<file path="src/rtl/if_stage.sv">
// Instruction fetch stage: PC register, IF/ID pipeline register and a halt
// sequencer that lets a fetched halt word drain before fetch stops for good.
module if_stage #(
  parameter logic [31:0] RESET_PC  = 32'h0000_0000,
  parameter int unsigned HALT_WAIT = 2
) (
  input  logic        Clk,
  input  logic        Rst_n,
  input  logic        Stall,
  input  logic        Br_Taken,
  input  logic [31:0] Br_Target,
  input  logic        Jump,
  input  logic [31:0] Jump_Target,
  output logic [31:0] Imem_Addr,
  input  logic [31:0] Imem_Data,
  output logic [31:0] IFID_Inst,
  output logic [31:0] IFID_PC4,
  output logic        IFID_Valid,
  output logic        Halted,
  output logic [31:0] Fetch_Cnt,
  output logic [1:0]  dbg_state
);

  typedef enum logic [1:0] {
    RUN       = 2'd0,
    HALT_PEND = 2'd1,
    HALTED    = 2'd2
  } state_e;

  localparam logic [2:0]  PEND_INIT = HALT_WAIT[2:0];
  localparam logic [5:0]  HALT_OP   = 6'b111111;

  state_e      state_q, state_d;
  logic [31:0] pc_q, pc_d;
  logic [31:0] ifid_inst_q, ifid_inst_d;
  logic [31:0] ifid_pc4_q, ifid_pc4_d;
  logic        ifid_valid_q, ifid_valid_d;
  logic [31:0] fetch_cnt_q, fetch_cnt_d;
  logic [2:0]  pend_cnt_q, pend_cnt_d;

  logic        redirect;
  logic [31:0] target;

  // Branch resolves later in the pipe than jump, so it is the older instruction and wins.
  assign redirect = Br_Taken | Jump;
  assign target   = Br_Taken ? Br_Target : Jump_Target;

  always_comb begin
    state_d      = state_q;
    pc_d         = pc_q;
    ifid_inst_d  = ifid_inst_q;
    ifid_pc4_d   = ifid_pc4_q;
    ifid_valid_d = ifid_valid_q;
    fetch_cnt_d  = fetch_cnt_q;
    pend_cnt_d   = pend_cnt_q;

    case (state_q)
      RUN: begin
        if (redirect) begin
          pc_d         = target;
          ifid_inst_d  = 32'h0000_0000;
          ifid_valid_d = 1'b0;
        end else if (!Stall) begin
          ifid_inst_d  = Imem_Data;
          ifid_pc4_d   = pc_q + 32'd4;
          ifid_valid_d = 1'b1;
          fetch_cnt_d  = fetch_cnt_q + 32'd1;
          if (Imem_Data[31:26] == HALT_OP) begin
            pend_cnt_d = PEND_INIT;
            state_d    = HALT_PEND;
          end else begin
            pc_d = pc_q + 32'd4;
          end
        end
      end

      HALT_PEND: begin
        // A redirect here means the halt sat on a mispredicted path.
        if (redirect) begin
          pc_d         = target;
          ifid_inst_d  = 32'h0000_0000;
          ifid_valid_d = 1'b0;
          pend_cnt_d   = 3'd0;
          state_d      = RUN;
        end else if (!Stall) begin
          ifid_inst_d  = 32'h0000_0000;
          ifid_valid_d = 1'b0;
          pend_cnt_d   = pend_cnt_q - 3'd1;
          if (pend_cnt_q == 3'd1) state_d = HALTED;
        end
      end

      HALTED: begin
        ifid_inst_d  = 32'h0000_0000;
        ifid_valid_d = 1'b0;
      end

      default: state_d = RUN;
    endcase
  end

  always_ff @(posedge Clk or negedge Rst_n) begin
    if (!Rst_n) begin
      state_q      <= RUN;
      pc_q         <= RESET_PC;
      ifid_inst_q  <= 32'h0000_0000;
      ifid_pc4_q   <= 32'h0000_0000;
      ifid_valid_q <= 1'b0;
      fetch_cnt_q  <= 32'h0000_0000;
      pend_cnt_q   <= 3'd0;
    end else begin
      state_q      <= state_d;
      pc_q         <= pc_d;
      ifid_inst_q  <= ifid_inst_d;
      ifid_pc4_q   <= ifid_pc4_d;
      ifid_valid_q <= ifid_valid_d;
      fetch_cnt_q  <= fetch_cnt_d;
      pend_cnt_q   <= pend_cnt_d;
    end
  end

  assign Imem_Addr  = pc_q;
  assign IFID_Inst  = ifid_inst_q;
  assign IFID_PC4   = ifid_pc4_q;
  assign IFID_Valid = ifid_valid_q;
  assign Halted     = (state_q == HALTED);
  assign Fetch_Cnt  = fetch_cnt_q;
  assign dbg_state  = state_q;

endmodule

</file>
<file path="config.mk">
export PLATFORM = sky130hd
export DESIGN_NAME = if_stage
export DESIGN_NICKNAME = d
export VERILOG_FILES = /design/src/rtl/if_stage.sv
export SDC_FILE = /design/constraint.sdc
export NUM_CORES = 1
export LEC_CHECK = 0
export ABC_AREA = 1
export CORE_ASPECT_RATIO = 1.4
export CORE_MARGIN = 2
export CORE_UTILIZATION = 50
export CTS_CLUSTER_DIAMETER = 100
export DETAILED_ROUTE_END_ITERATION = 6
export GPL_ROUTABILITY_DRIVEN = 0
export GPL_TIMING_DRIVEN = 1
export PLACE_DENSITY_LB_ADDON = 0.12
export SLEW_MARGIN = 20
export SYNTH_ARGS = -nofsm -noshare
export SYNTH_HDL_FRONTEND = slang
export SYNTH_SLANG_ARGS = --single-unit
</file>
<file path="constraint.sdc">
create_clock -name Clk -period 3.98 [get_ports Clk]
set_clock_uncertainty 0.05 [all_clocks]
set_input_delay 0.796 -clock Clk [delete_from_list [all_inputs] [get_ports Clk]]
set_output_delay 0.796 -clock Clk [all_outputs]
set_load 0.03 [all_outputs]
</file>
==> metrics.csv <==
stage;metric;value;unit
status;outcome;finished, violations left;
status;violations;design-rule violations;
power;switchingPower;3.286;mW
die;start_util;50.58;%
drt;via_count;7723;
logic_synthesis;synth_area;7513;um2
die;die_width;107.6;um
clock_network;cts_tree;yes;
setup_path;endpoint;Imem_Addr[18];
logic_synthesis;muxShareOfSynthArea;0;%
setup_path;cp-end-kind;register;
setup_path;crit_fanout;44;
cells_and_area;antennaDiodeCount;0;
min_path;hold_class;input port to asynchronous set/reset pin;
clock_network;h-tree-depth;4;
drt;wl_per_cell;15.03;um
clock_network;cts-resized-gates;0;
cells_and_area;final_area;10520;um2
setup_path;critPathKind;input port to register;
setup_path;crit_top_cell;a21oi_1;
logic_synthesis;yosysSeqAreaShare;44.63;%
setup_path;r2r_slack;1600;ps
logic_synthesis;yosys_warnings;0;
setup_path;reg2reg_from;dbg_state[1];
setup_path;cp_slowest_cell;clkdlybuf4s50_1;
setup_path;arrival;3150;ps
power;p_per_area;696.1;nW/um2
placed_design;place_area;9937;um2
global_routing;grt_start_max_net_pins;85;
job;drv_cap;0;
clock_network;clk_transition_reported_paths;60;ps
timing;maxSlewHeadroom;28.88;%
cells_and_area;fin_nets;1388;
placed_design;place_hpwl;16310;um
power;clock_power_share;21.3;%
setup_path;crit_path_start_kind;input port;
drt;via_per_inst;5.201;
setup_path;crit_start;Br_Taken;
timing;finalCritPeriodShare;72.08;%
setup_path;cp.required;4260;ps
drt;firstDrtPassIters;7;
cells_and_area;drive_gt1_share;4.331;%
timing;rsz0062_at_grt;no;
logic_synthesis;syn-mean-instance-area;7.088;um2
placed_design;io_buffers;232;
timing;period_needed;2869;ps
die;rows;53;
logic_synthesis;synth_seq_cells;134;
global_routing;grt_pass1_wl;35420;um
logic_synthesis;synth_cells;1060;
die;die_area;16040;um2
die;io_pins;233;
setup_path;cpPeakStageDelay;710;ps
clock_network;cts_setup_buffers;0;
power;swShare;44.87;%
logic_synthesis;synthAdderAreaFrac;1.166;%
cells_and_area;postLayoutCoreUtil;70.82;%
timing;setup_viol;0;
power;p_int;4.037;mW
logic_synthesis;ys_types;30;
global_routing;grt_overflow_total;0;
logic_synthesis;synth-xor-area-share;3.031;%
clock_network;clock-root-buffer;clkbuf_16;
power;vdd_drop_max;466.4;uV
die;core_region_area;14850;um2
logic_synthesis;synth_top_family_by_area;simple AND/OR/NAND/NOR gates;
global_routing;grt_pass1_vias;7230;
timing;setup_tns;0;ps
global_routing;track_usage;28.05;%
cells_and_area;area_delta_synth_final;40.02;%
clock_network;cts_num_sinks;134;
clock_network;insertion_delay;420;ps
setup_path;cp_cell_sequence;clkdlybuf4s50_1, nor2_8, nand2_2, inv_2, a21oi_1, a21oi_1, nand2_1, o21ai_1;
logic_synthesis;synth_fp_nets;1168;
clock_network;cts_buffers;17;
logic_synthesis;synthSimpleGateAreaFrac;35.27;%
setup_path;rr_worst_depth;9;
drt;ant_nets;0;
power;power_leakage;4.722;nW
drt;wl;22320;um
power;pwr-share-seq;31.7;%
timing;drv_slew;0;
global_routing;antenna_found_initial;0;
power;combPwrFrac;47.0;%
timing;hold_viol_final;0;
die;fp.dieH;149.0;um
clock_network;cts_hold_buf;0;
drt;drt_iter0_markers;465;
clock_network;clockBufferDepth;2;
logic_synthesis;synth-compound-area-share;8.226;%
drt;drc;2;
timing;max_freq;0.3486;GHz
timing;worst_pin_slew;1066;ps
setup_path;regToRegEndpoint;Imem_Addr[18];
==> per-stage QoR <==
stage	power [mW]	worst slack (ps)	std cells	hold slack [ps]
3_5_place_dp	5.754	711.5	1453	413.7
6_report	7.323	1111	1485	381.2
5_1_grt	7.757	934.6	1485	435.8
3_3_place_gp	5.712	823.7	1453	410.2
2_1_floorplan	4.358	2033	1060	403.0
4_1_cts	7.344	1124	1485	421.7
==> routing by layer <==
layer	part of all wire [%]	vias up	GRT usage, %
li1	-	3801	-
met4	3.2	0	10.13
met5	0	-	0
met3	6.8	46	5.330
met2	51	309	50.09
met1	39	3567	33.28
==> worst max-delay path, delay by kind of cell <==
family          cells  cell delay, ps
buf+inv             2            1350
simple gates        3             610
compound gates      3             360
==> cell families after synthesis <==
family | count (synthesis)
XOR/XNOR | 26
adder cells (fa/ha/maj) | 7
buffers and inverters | 134
flip-flops | 134
AO/OA/AOI/OAI | 120
AND/OR/NAND/NOR | 639
==> area by class of cell <==
type / instances / area, um2
Inverter: 96 / 360.3
Sequential cell: 134 / 3353
Multi-Input combinational cell: 792 / 3595
Fill cell: 1247 / 4334
Clock inverter: 14 / 153.9
Clock buffer: 18 / 429.2
Timing Repair Buffer: 239 / 2389
Tap cell: 192 / 240.2
==> cell usage after synthesis, drive strengths merged <==
library cell  count  area (um2)
nor2            115       475.5
buf              26       171.4
xor2             15       131.4
a21oi            43       219.0
o21bai            1       7.510
xnor2            11       96.34
clkbuf           12       45.04
o21ai            67       335.3
ha                7       87.58
nand3            93       465.5
dfrtp           134        3353
nand2           407        1545
nand4             9       56.30
a31oi             9       56.30
inv              96       360.3
nand3b            8       60.06
nor3              6       41.29
or2               1       6.260
==> placed cells by master (no fill, tap or decap), types with 2 or more instances in the layout <==
master and instances:
inv_2 2, nand3_1 93, nand2_1 404, nor2_4 2, ha_1 7, nand2_4 2
a31oi_1 9, nand3b_1 8, clkbuf_16 17, dfrtp_1 134, a21oi_1 42, o21ai_0 47
xor2_1 15, nand4_1 9, clkinv_2 2, inv_6 2, clkdlybuf4s50_1 231, buf_4 6
clkinvlp_4 3, clkinv_4 5, inv_1 94, bufinv_16 2, o21ai_1 19, nor3_1 5
nor2_1 107, nor2_2 5, xnor2_1 11
==> power groups by stage <==
| stage | Sequential, mW | Combinational (mW) | Clock, mW |
|---|---|---|---|
| floorplan | 3.04 | 1.32 | 0 |
| global placement | 2.31 | 3.40 | 0 |
| detailed placement | 2.32 | 3.44 | 0 |
| CTS | 2.31 | 3.46 | 1.57 |
| global route | 2.38 | 3.73 | 1.65 |
| finish | 2.32 | 3.44 | 1.56 |
==> worst min path at each step <==
stage | slack (ps) | cells past startpoint | end
floorplan | 400 | 2 | pend_cnt_q[1]
global placement | 410 | 1 | Fetch_Cnt[31]
detailed placement | 410 | 1 | Fetch_Cnt[31]
CTS | 420 | 1 | IFID_Inst[6]
global route | 440 | 1 | Fetch_Cnt[31]
finish | 380 | 1 | IFID_Inst[6]
==> state kept, by name (all words and copies together), names as in the netlist <==
name,count
pend_cnt_q,3
Imem_Addr,32
IFID_Inst,32
IFID_Valid,1
IFID_PC4,32
Fetch_Cnt,32
dbg_state,2
(Power assumes the default switching activity.)
